==> src/rtl/coin_input_conditioner_if.sv <==
// Board-side signal bundle of the coin input conditioner: raw inputs and slow clock in,
// conditioned requests to the vending FSM out.
interface coin_input_conditioner_if;
    logic       insert_raw;
    logic       cancel_raw;
    logic [1:0] coin_raw;
    logic [1:0] drink_raw;
    logic       clk_slow;
    logic       insert;
    logic [1:0] coin_val;
    logic       cancel_flag;
    logic [1:0] drink_op;
    logic       busy;

    modport master (
        output insert_raw, cancel_raw, coin_raw, drink_raw, clk_slow,
        input  insert, coin_val, cancel_flag, drink_op, busy
    );

    modport slave (
        input  insert_raw, cancel_raw, coin_raw, drink_raw, clk_slow,
        output insert, coin_val, cancel_flag, drink_op, busy
    );
endinterface

==> src/rtl/coin_input_conditioner.sv <==
// Synchronizes and debounces the vending machine's raw buttons/switches and stretches each
// press into a request held until the 1 Hz FSM clock has certainly sampled it.
module coin_input_conditioner #(
    parameter int DEBOUNCE_CYCLES = 2000000,
    parameter int CNT_W           = 21,
    parameter int LOW_CONFIRM     = 4
) (
    input  logic                     clk100MHZ,
    input  logic                     rst_n,
    coin_input_conditioner_if.slave  bus
);

    localparam int              LC_W    = $clog2(LOW_CONFIRM + 1);
    localparam logic [CNT_W-1:0] DB_LAST = CNT_W'(DEBOUNCE_CYCLES - 1);
    localparam logic [LC_W-1:0]  LC_LAST = LC_W'(LOW_CONFIRM - 1);

    localparam logic [1:0] IDLE      = 2'd0;
    localparam logic [1:0] WAIT_LOW  = 2'd1;
    localparam logic [1:0] WAIT_RISE = 2'd2;
    localparam logic [1:0] RELEASE   = 2'd3;

    logic [6:0]       w_raw;
    logic [6:0]       r_meta;
    logic [6:0]       r_sync;
    logic [1:0]       w_chIn [4];
    logic [1:0]       r_deb  [4];
    logic [CNT_W-1:0] r_cnt  [4];
    logic             r_insPrev;
    logic             r_canPrev;
    logic             r_slowPrev;
    logic             w_insEvent;
    logic             w_canEvent;
    logic             w_slowSync;
    logic             w_slowRise;
    logic [1:0]       r_state;
    logic [LC_W-1:0]  r_lowCnt;
    logic             r_insert;
    logic             r_cancel;
    logic             r_busy;
    logic [1:0]       r_coinVal;

    assign w_raw = {bus.clk_slow, bus.drink_raw, bus.coin_raw, bus.cancel_raw, bus.insert_raw};

    always_ff @(posedge clk100MHZ or negedge rst_n) begin
        if (!rst_n) begin
            r_meta <= '0;
            r_sync <= '0;
        end else begin
            r_meta <= w_raw;
            r_sync <= r_meta;
        end
    end

    // Channels 0..3: insert, cancel, coin, drink; the buttons ride in bit 0 of a 2-bit slot.
    always_comb begin
        w_chIn[0] = {1'b0, r_sync[0]};
        w_chIn[1] = {1'b0, r_sync[1]};
        w_chIn[2] = r_sync[3:2];
        w_chIn[3] = r_sync[5:4];
    end

    always_ff @(posedge clk100MHZ or negedge rst_n) begin
        if (!rst_n) begin
            for (int i = 0; i < 4; i++) begin
                r_deb[i] <= '0;
                r_cnt[i] <= '0;
            end
        end else begin
            for (int i = 0; i < 4; i++) begin
                if (w_chIn[i] == r_deb[i]) begin
                    r_cnt[i] <= '0;
                end else if (r_cnt[i] == DB_LAST) begin
                    r_deb[i] <= w_chIn[i];
                    r_cnt[i] <= '0;
                end else begin
                    r_cnt[i] <= r_cnt[i] + 1'b1;
                end
            end
        end
    end

    assign w_slowSync = r_sync[6];
    assign w_slowRise = w_slowSync & ~r_slowPrev;
    assign w_insEvent = r_deb[0][0] & ~r_insPrev;
    assign w_canEvent = r_deb[1][0] & ~r_canPrev;

    always_ff @(posedge clk100MHZ or negedge rst_n) begin
        if (!rst_n) begin
            r_insPrev  <= 1'b0;
            r_canPrev  <= 1'b0;
            r_slowPrev <= 1'b0;
        end else begin
            r_insPrev  <= r_deb[0][0];
            r_canPrev  <= r_deb[1][0];
            r_slowPrev <= w_slowSync;
        end
    end

    // Outputs drop on entry to RELEASE, so busy is already low there and a press is taken as in IDLE.
    always_ff @(posedge clk100MHZ or negedge rst_n) begin
        if (!rst_n) begin
            r_state   <= IDLE;
            r_lowCnt  <= '0;
            r_insert  <= 1'b0;
            r_cancel  <= 1'b0;
            r_busy    <= 1'b0;
            r_coinVal <= '0;
        end else begin
            case (r_state)
                IDLE, RELEASE: begin
                    r_lowCnt <= '0;
                    if (w_canEvent) begin
                        r_cancel <= 1'b1;
                        r_busy   <= 1'b1;
                        r_state  <= WAIT_LOW;
                    end else if (w_insEvent) begin
                        r_insert  <= 1'b1;
                        r_coinVal <= r_deb[2];
                        r_busy    <= 1'b1;
                        r_state   <= WAIT_LOW;
                    end else begin
                        r_state <= IDLE;
                    end
                end
                WAIT_LOW: begin
                    if (w_slowSync) begin
                        r_lowCnt <= '0;
                    end else if (r_lowCnt == LC_LAST) begin
                        r_lowCnt <= '0;
                        r_state  <= WAIT_RISE;
                    end else begin
                        r_lowCnt <= r_lowCnt + 1'b1;
                    end
                end
                WAIT_RISE: begin
                    if (w_slowRise) begin
                        r_insert <= 1'b0;
                        r_cancel <= 1'b0;
                        r_busy   <= 1'b0;
                        r_state  <= RELEASE;
                    end
                end
                default: r_state <= IDLE;
            endcase
        end
    end

    assign bus.insert      = r_insert;
    assign bus.cancel_flag = r_cancel;
    assign bus.busy        = r_busy;
    assign bus.coin_val    = r_coinVal;
    assign bus.drink_op    = r_deb[3];

endmodule

==> src/flat_wrapper.sv <==
// flat-port wrapper written by rule: the top's interface ports become plain ports
module coin_input_conditioner_flat 
#(
    parameter int DEBOUNCE_CYCLES = 2000000,
    parameter int CNT_W           = 21,
    parameter int LOW_CONFIRM     = 4
)
  (clk100MHZ, rst_n, bus_insert_raw, bus_cancel_raw, bus_coin_raw, bus_drink_raw, bus_clk_slow, bus_insert, bus_coin_val, bus_cancel_flag, bus_drink_op, bus_busy);
  coin_input_conditioner_if bus_i ();
  input  logic clk100MHZ;
  input  logic rst_n;
  input wire logic [$bits(bus_i.insert_raw)-1:0] bus_insert_raw;
  input wire logic [$bits(bus_i.cancel_raw)-1:0] bus_cancel_raw;
  input wire logic [$bits(bus_i.coin_raw)-1:0] bus_coin_raw;
  input wire logic [$bits(bus_i.drink_raw)-1:0] bus_drink_raw;
  input wire logic [$bits(bus_i.clk_slow)-1:0] bus_clk_slow;
  output wire logic [$bits(bus_i.insert)-1:0] bus_insert;
  output wire logic [$bits(bus_i.coin_val)-1:0] bus_coin_val;
  output wire logic [$bits(bus_i.cancel_flag)-1:0] bus_cancel_flag;
  output wire logic [$bits(bus_i.drink_op)-1:0] bus_drink_op;
  output wire logic [$bits(bus_i.busy)-1:0] bus_busy;
  assign bus_i.insert_raw = bus_insert_raw;
  assign bus_i.cancel_raw = bus_cancel_raw;
  assign bus_i.coin_raw = bus_coin_raw;
  assign bus_i.drink_raw = bus_drink_raw;
  assign bus_i.clk_slow = bus_clk_slow;
  assign bus_insert = bus_i.insert;
  assign bus_coin_val = bus_i.coin_val;
  assign bus_cancel_flag = bus_i.cancel_flag;
  assign bus_drink_op = bus_i.drink_op;
  assign bus_busy = bus_i.busy;
  coin_input_conditioner #(.DEBOUNCE_CYCLES(DEBOUNCE_CYCLES), .CNT_W(CNT_W), .LOW_CONFIRM(LOW_CONFIRM)) u_core (.clk100MHZ(clk100MHZ), .rst_n(rst_n), .bus(bus_i));
endmodule
==> config.mk <==
export PLATFORM = sky130hd
export DESIGN_NAME = coin_input_conditioner_flat
export DESIGN_NICKNAME = d
export VERILOG_FILES = /design/src/rtl/coin_input_conditioner_if.sv /design/src/rtl/coin_input_conditioner.sv /design/src/flat_wrapper.sv
export SDC_FILE = /design/constraint.sdc
export NUM_CORES = 1
export LEC_CHECK = 0
export BUFFER_PORTS_ARGS = -buffer_cell sky130_fd_sc_hd__buf_2
export CORE_ASPECT_RATIO = 1.5
export CORE_UTILIZATION = 39
export DETAILED_ROUTE_END_ITERATION = 12
export HOLD_SLACK_MARGIN = 0.02
export PLACE_DENSITY = 0.5
export SETUP_SLACK_MARGIN = 0.05
export SLEW_MARGIN = 20
export SYNTH_ARGS = -nofsm -noshare
export SYNTH_HDL_FRONTEND = slang
export SYNTH_SLANG_ARGS = --single-unit
==> constraint.sdc <==
create_clock -name clk100MHZ -period 2.9 [get_ports clk100MHZ]
set_input_delay 0.145 -clock clk100MHZ [delete_from_list [all_inputs] [get_ports clk100MHZ]]
set_output_delay 0.145 -clock clk100MHZ [all_outputs]
set_load 0.03 [all_outputs]
---- Word-level counts from Yosys, hierarchy flattened ----
Index checks and enable logic that the tools add are counted.
cells by class
  eq/ne operators ......................... 19
  reductions and logical operators ........ 13
  add/subtract/negate cells ............... 5
  bitwise gates (word level) .............. 11
  mux-type cells .......................... 25
operator list
  operator                 count
  $mux W21                 8
  $add A21 B1 Y21 const B  4
  $eq A21 B21 Y1 const B   4
  $reduce_and A3 Y1        4
  $mux W2                  4
  $ne A2 B1 Y1 const B     4
  $not A1 Y1               8
  $reduce_and A2 Y1        4
  $mux W1                  6
  $mux W3                  2
  $pmux W1 S2              3
  $pmux W2 S3              1
  $pmux W3 S2              1
  $eq A2 B2 Y1             2
  $eq A2 B2 Y1 const B     2
  $ne A2 B2 Y1 const B     2
  $reduce_and A4 Y1        1
  $reduce_bool A2 Y1       2
  $add A3 B1 Y3 const B    1
  $and A1 B1 Y1            3
  $eq A3 B2 Y1 const B     1
  $ne A3 B1 Y1 const B     1
  $eq A1 B1 Y1             2
  $eq A2 B1 Y1 const B     1
  2 further kinds          2
word-level totals
  logic and storage cells ................. 92
  bits in registers ....................... 117
  output and inout bits ................... 7
  input bits .............................. 9

---- Longest topological paths before layout ----
Gate-level depths: netlist of the first run.
  depth in word-level cells ............... 5
  depth in mapped cells ................... 7
  depth with buffers taken out ............ 6

---- Worst setup path after synthesis of the first run ----
Ideal clock, no wire load.
  path kind ............................... reg-to-reg
  start point ............................. register u_core.r_cnt[0] (netlist bit)
  end point ............................... register u_core.r_cnt[18] (netlist bit)
  clock period less this slack ............ 2000 ps
  setup slack ............................. 900 ps
  cell stages (with the launch flop) ...... 7
  buffers on the path ..................... 1
  arrival time ............................ 1922 ps
  library setup time ...................... 78 ps
  required time ........................... 2822 ps
  cell sequence ........................... dfrtp_1 ha_1 nand4_1 or4_1 buf_2 or4_1 a21oi_1
on the way
  longest elaborated chain between the ends .. 3
  elaborated cells between the ends (all ways) .. 4
  those cells by class .................... 1 x add/sub; 1 x eq/ne; 2 x mux
ends and longest elaborated chain
  item                                                      line                                                        source
  from (decl)                                               coin_input_conditioner.sv:27                                logic [CNT_W-1:0] r_cnt [4];
  from (signal, indexed assignment)                         coin_input_conditioner.sv:76                                r_cnt[i] <= r_cnt[i] + 1'b1;
  $add A21 B1 Y21 / $eq A21 B21 Y1 (equally long branches)  coin_input_conditioner.sv:76, coin_input_conditioner.sv:72
  $mux W21 (*)                                              coin_input_conditioner.sv:72                                end else if (r_cnt[i] == DB_LAST) begin
  $mux W21 (*)                                              coin_input_conditioner.sv:70                                if (w_chIn[i] == r_deb[i]) begin
Mark *: on every way between the ends. The rest lies on a longest branch, timed or not.
A chain may end at the register's enable or synchronous reset.

---- Worst setup path after layout of the first run ----
  start point ............................. register u_core.r_cnt[55] (netlist bit)
  end point ............................... register u_core.r_cnt[51] (netlist bit)
on the way
  longest elaborated chain between the ends .. 3
ends and longest elaborated chain
  item            line
  $eq A21 B21 Y1  coin_input_conditioner.sv:72
  $mux W21        coin_input_conditioner.sv:72
  $mux W21        coin_input_conditioner.sv:70
No other way between the ends.

==> run summary, run 1 <==
Syn Std Cell Area -> 5510 sq um
Initial core utilization -> 0.403
Clock transition at the registers of the reported paths -> 0.05 ns
Reg2Reg Depth -> 5
Avg Inst Size Synth -> 10.2 sq um
Max Freq -> 437 MHz
Post-synth EDFFs -> 0
Layout cells sized above 1 -> 0.110
RSZ-0062 raised after global routing -> no
Outcome -> finished, final reports clean
Distinct cell type count after synthesis -> 43
WS Path Type -> reg2reg
Slowest cell on crit path -> or4_1
Fin. Hold Viols -> 0
Final std cells w/o fill -> 743
CTS Root Cell -> clkbuf_16
Main synth FF type -> dfrtp_1
Worst slew pin tran -> 0.558 ns
First-pass GRT wire length -> 18800 um
Largest net degree at the start of global routing -> 57
Port Buf Inserts -> 15
DRT iter0 DRCs -> 158
Skew-Pair Late Insertion Delay -> 0.41 ns
Synth warn -> 0
Worst Clk Skew -> 0.00731 ns
Fraction of registers with async set or reset after synthesis -> 1.00
Critical-path cell list -> or4b_1, or4_1, o21bai_1, buf_4, nor2_1
Final worst-path cycle share -> 0.789
TNS Setup -> 0 ns
Row count -> 52
CP delay by family, top -> simple AND/OR/NAND/NOR gates
Instance count on the critical path -> 5
DR vias/cell -> 5.36
Final ANT Viol Nets -> 0
Power Dens Cells -> 611 nW/um^2
Design area -> 6400 sq um
Vias in the first global route -> 4034
Max-slew violations -> 0
PostCTS Resize Cnt -> 0
# Max-Cap Violations -> 0
Synthesis-to-layout area growth -> 16.0%
Yosys reg bits -> 117
Residual DRC count -> 0
Placed cell areas -> 5760 sq um
Worst Path Max Fanout -> 8
Overall power -> 3910 uW
Worst EP arrival -> 2.59 ns
Syn nets -> 557
First drt pass iteration count -> 4
WL/cell -> 14.4 um
DR vias -> 3979
CP required -> 3.20 ns
Most common cell after layout, fill and taps aside -> dfrtp_1
Buf+Inv Stages, Crit Path -> 1
Die area -> 14600 sq um
CTS Buf Count -> 17
Final Wtd Congestion -> 0.810
Slew headroom -> 0.625
Core area -> 13700 sq um
Dpl hpwl -> 7470 um
Clock Path Buffers -> 2
Ports -> 16
Setup crit start kind -> flop
Crit. End Element -> flop
Fill cells -> 1308
Post-Route WL -> 10700 um
VDD IR-drop max -> 302 uV
Antenna violations before repair -> 0
Nets -> 587
Cell count after synthesis -> 541
CTS tree -> built
Sequential cell area fraction in the yosys report -> 0.531
Clock sink count -> 117
Final min period -> 2.29 ns
Placed cells -> 706
Chip Height -> 148 um
Final core occ -> 0.468
Most frequent cells in the layout -> dfrtp_1 (117), nor2_1 (75), nand2_1 (34)
Grt ovf -> 0
Final Setup Violations -> 0
HP Class -> in2async
# diodes -> 0
P_leak -> 0.00264 uW
DIE WIDTH -> 99.1 um
CP max stage delay -> 0.54 ns
Tot GR Track Use -> 0.164
H-tree Lvls -> 4
[path summary, 6_finish.rpt]
path                                  start          endpoint  slack (ns)
max in group asynchronous             rst_n  u_core.r_cnt[74]        1.93
min reg2reg                u_core.r_meta[5]  u_core.r_sync[5]        0.35
min                                   rst_n  u_core.r_cnt[17]        0.21
max                        u_core.r_cnt[55]  u_core.r_cnt[51]        0.61
max reg2reg                u_core.r_cnt[55]  u_core.r_cnt[51]        0.61
min in group clk100MHZ     u_core.r_meta[5]  u_core.r_sync[5]        0.35
[registers in the layout (all words and copies together) (netlist names)]
| register | count |
|---|---|
| u_core.r_cnt | 84 |
| u_core.r_meta | 7 |
| u_core.r_sync | 7 |
| u_core.r_deb | 4 |
| u_core.r_lowCnt | 3 |
| u_core.bus.coin_val | 2 |
| u_core.bus.drink_op | 2 |
| u_core.r_state | 2 |
| u_core.bus.busy | 1 |
| u_core.bus.cancel_flag | 1 |
| u_core.bus.insert | 1 |
| u_core.r_canPrev | 1 |
| u_core.r_insPrev | 1 |
| u_core.r_slowPrev | 1 |
[cell usage after synthesis (11+ instances only)]
cell type	number	area [sq um]
nand4_1	22	138
o21ai_0	19	95.1
or3_1	18	113
nand3_1	30	150
inv_1	15	56.3
nand2_1	34	128
xor2_1	25	219
dfrtp_1	117	2930
or4_1	18	135
a21oi_1	27	135
xnor2_1	30	263
nor4_1	11	68.8
nor2_1	75	282
o31ai_1	13	97.6
[cell families after synthesis]
kind of cell	share of synthesized area
flops	0.531
simple gates	0.242
buf+inv	0.0252
compound gates	0.0783
xor+xnor	0.0874
fa+ha+maj	0.0159
mux	0.0200
[where the power goes]
part | internal (uW) | switching (uW) | total (uW) | leakage, uW
clock | 1310 | 674 | 1980 | 0.000276
sequential | 1690 | 62.6 | 1750 | 0.00159
combinational | 68.6 | 101 | 170 | 0.000776
total | 3070 | 838 | 3910 | 0.00264
[per-stage QoR]
| stage | worst slack, ns | hold WS [ns] |
|---|---|---|
| final | 0.611 | 0.211 |
| after global routing | 0.445 | 0.241 |
| after CTS | 0.602 | 0.220 |
| after detailed placement | 0.612 | 0.113 |
| after global placement | 0.648 | 0.107 |
| after floorplan | 0.900 | -0.151 |
[cell type report]
cell class / instances / area [sq um] / area share
clock buffers: 24 / 482 / 0.0753
clock inverters: 5 / 75.1 / 0.0117
inverters: 15 / 56.3 / 0.00880
multi-input cells: 392 / 2450 / 0.382
flip-flops and latches: 117 / 2930 / 0.458
well taps: 162 / 203 / 0.0317
repair buffers: 28 / 208 / 0.0325
[layer usage]
metal  vias up  wire, um  global-route usage
li1       1981         -                   -
met1      1932      4610               0.184
met2        48      5580               0.288
met3        18       270              0.0426
met4         0       254              0.0801
met5         -         0                   0
[timing repair]
item	4_1_cts	5_1_grt
buffers inserted	0	0
endpoints found under the hold margin	36	0
hold buffers	8	0
endpoints found under the setup margin	0	0
Note: power is estimated with default switching activity, not from simulation.
==> inputs of run 2 (changes only) <==
--- a/config.mk
+++ b/config.mk
@@ -10,7 +10,7 @@
 export CORE_UTILIZATION = 39
 export DETAILED_ROUTE_END_ITERATION = 12
 export HOLD_SLACK_MARGIN = 0.02
-export PLACE_DENSITY = 0.5
+export PLACE_DENSITY = 0.52
 export SETUP_SLACK_MARGIN = 0.05
 export SLEW_MARGIN = 20
 export SYNTH_ARGS = -nofsm -noshare
==> constraint.sdc (replaced) <==
create_clock -name clk100MHZ -period 2.05 [get_ports clk100MHZ]
set_input_delay 0.1025 -clock clk100MHZ [delete_from_list [all_inputs] [get_ports clk100MHZ]]
set_output_delay 0.1025 -clock clk100MHZ [all_outputs]
set_load 0.03 [all_outputs]
==> run 2 against run 1 <==
  * Cell count rose by 5.5%
  * Largest cell class unchanged
  * Combinational power rose by 76%
  * Sequential share of layout area fell by 2.7 points
  * First-iteration DRC count fell by 19%
  * Total power rose by 43%
==> run summary, run 2 (synthesis gave the netlist of run 1 again) <==
Multi-input gate area -> 2520 sq um (+3.0%)
DR vias/cell -> 5.38 (+0.49%)
Final worst-path cycle share -> 0.976 (+0.186)
Clock Path Buffers -> 2 (unchanged)
Pre-CTS setup slack -> 0.0300 ns (-0.582 ns)
RSZ-0062 raised after global routing -> yes
Port Buf Inserts -> 15 (unchanged)
Biggest regs -> u_core.r_cnt x84, u_core.r_meta x7, u_core.r_sync x7
Worst R2R Setup Slack -> 0.05 ns (-0.56 ns)
P_leak -> 0.00286 uW (+8.4%)
Vias in the first global route -> 4259 (+5.6%)
Worst Clk Skew -> 0.00874 ns (+0.00143 ns)
DR vias -> 4219 (+6.0%)
DRT iter0 DRCs -> 128 (-19%)
Reg with most FFs -> u_core.r_cnt
HP Class -> in2async
Reg-to-Reg End -> u_core.r_cnt[59]
Max Freq -> 500 MHz (+14%)
Most common cell after layout, fill and taps aside -> dfrtp_1
Max-slew violations -> 0 (unchanged)
Residual DRC count -> 0 (unchanged)
Chip Height -> 148 um (unchanged)
# diodes -> 0 (unchanged)
Slew headroom -> 0.660 (+0.0349)
Final Setup Violations -> 0 (unchanged)
VDD IR-drop max -> 471 uV (+56%)
Reg2Reg Depth -> 5 (unchanged)
Fill cells -> 1276 (-2.4%)
CP required -> 2.35 ns (-0.85 ns)
WS Path Type -> reg2reg
Fin. Hold Viols -> 0 (unchanged)
Ports -> 16 (unchanged)
Clock transition at the registers of the reported paths -> 0.05 ns (about the same)
Skew-Pair Late Insertion Delay -> 0.42 ns (about the same)
Grt ovf -> 0 (unchanged)
Seq. cell area -> 2930 sq um (about the same)
Worst Path Max Fanout -> 10 (+2)
CTS Buf Count -> 17 (unchanged)
Layout cells sized above 1 -> 0.191 (+0.0812)
CP startpoint -> u_core.r_cnt[58]
WL/cell -> 14.4 um (-0.26%)
Clock sink count -> 117 (unchanged)
Antenna violations before repair -> 0 (unchanged)
Post-Route WL -> 11300 um (+5.2%)
Reg2reg start -> u_core.r_cnt[58]
Setup crit end -> u_core.r_cnt[59]
Dpl hpwl -> 7780 um (+4.2%)
Row count -> 52 (unchanged)
Initial core utilization -> 0.403 (unchanged)
H-tree Lvls -> 4 (unchanged)
First-pass GRT wire length -> 19700 um (+4.6%)
Power Dens Cells -> 823 nW/um^2 (+35%)
Setup crit start kind -> flop
Final ANT Viol Nets -> 0 (unchanged)
Outcome -> finished, final reports clean
Crit. End Element -> flop
Final min period -> 2.00 ns (-0.289 ns)
Final std cells w/o fill -> 784 (+5.5%)
Final setup margin -> 0.0501 ns (-0.561 ns)
Placed cells -> 742 (+5.1%)
Tot GR Track Use -> 0.171 (+0.00700)
Largest register FFs -> 84 (unchanged)
Worst slew pin tran -> 0.506 ns (-0.0519 ns)
Core area -> 13700 sq um (unchanged)
Largest net degree at the start of global routing -> 70 (+23%)
First drt pass iteration count -> 5 (+1)
Most frequent cells in the layout -> dfrtp_1 (116), nor2_1 (71), buf_4 (41)
DIE WIDTH -> 99.1 um (unchanged)
Final Wtd Congestion -> 0.763 (-5.7%)
Die area -> 14600 sq um (unchanged)
CTS Root Cell -> clkbuf_16
CTS tree -> built
Synthesis-to-layout area growth -> 23.3%
Worst EP arrival -> 2.30 ns (-0.29 ns)
# Max-Cap Violations -> 0 (unchanged)
Nets -> 626 (+6.6%)
[run 2: stage by stage]
step                 util  hold slack (ns)  instance area (sq um)  setup TNS (ns)  total power [uW]
global placement    0.442          -0.0562                   6040               0              2790
detailed placement  0.442          -0.0551                   6040               0              2800
finish              0.498           0.0567                   6800               0              5600
global route        0.498           0.0506                   6800       -0.000417              5840
CTS                 0.491           0.0438                   6710               0              5670
floorplan               -           -0.193                   5510               0              2650
[run 2: worst min path at each step]
stage	startpoint	end	slack (ns)
after floorplan	rst_n	u_core.bus.busy	-0.19
after global placement	rst_n	u_core.bus.drink_op[1]	-0.06
after detailed placement	rst_n	u_core.bus.drink_op[0]	-0.06
after CTS	rst_n	u_core.r_cnt[18]	0.04
after global routing	rst_n	u_core.r_cnt[18]	0.05
final	rst_n	u_core.bus.drink_op[0]	0.06
[run 2: power by group]
group / switching [uW] / internal [uW] / leakage (uW)
logic: 166 / 135 / 0.000995
clock network: 980 / 1850 / 0.000280
registers: 76.7 / 2390 / 0.00158
total: 1220 / 4370 / 0.00286
[run 2: worst max-delay path, stage by stage (launching register included)]
cell and delay (ns):
dfrtp_1 0.37, or4b_1 0.53, or4_4 0.57, o21bai_4 0.19, buf_6 0.17, a21oi_1 0.05
[run 2: what timing repair did]
action,CTS,global route
cloned,0,1
gates resized for setup,7,18
endpoints found under the setup margin,25,30
setup buffers,0,2
endpoints found under the hold margin,124,0
pin swaps,2,4
hold buffers,8,0
[run 2: layout make-up]
| cell class | count | share of cell area |
|---|---|---|
| timing repair buffer | 67 | 0.0771 |
| multi-input combinational | 392 | 0.371 |
| clock buffer | 28 | 0.0775 |
| tap | 162 | 0.0298 |
| clock inverter | 3 | 0.00589 |
| inverter | 15 | 0.00828 |
| sequential | 117 | 0.431 |
[run 2: layer usage]
layer | global-route usage | wire, um | vias to the layer above
met5 | 0 | 0 | -
met4 | 0.0706 | 231 | 0
met3 | 0.0496 | 383 | 19
met2 | 0.309 | 5980 | 67
met1 | 0.187 | 4680 | 2064
li1 | - | - | 2069
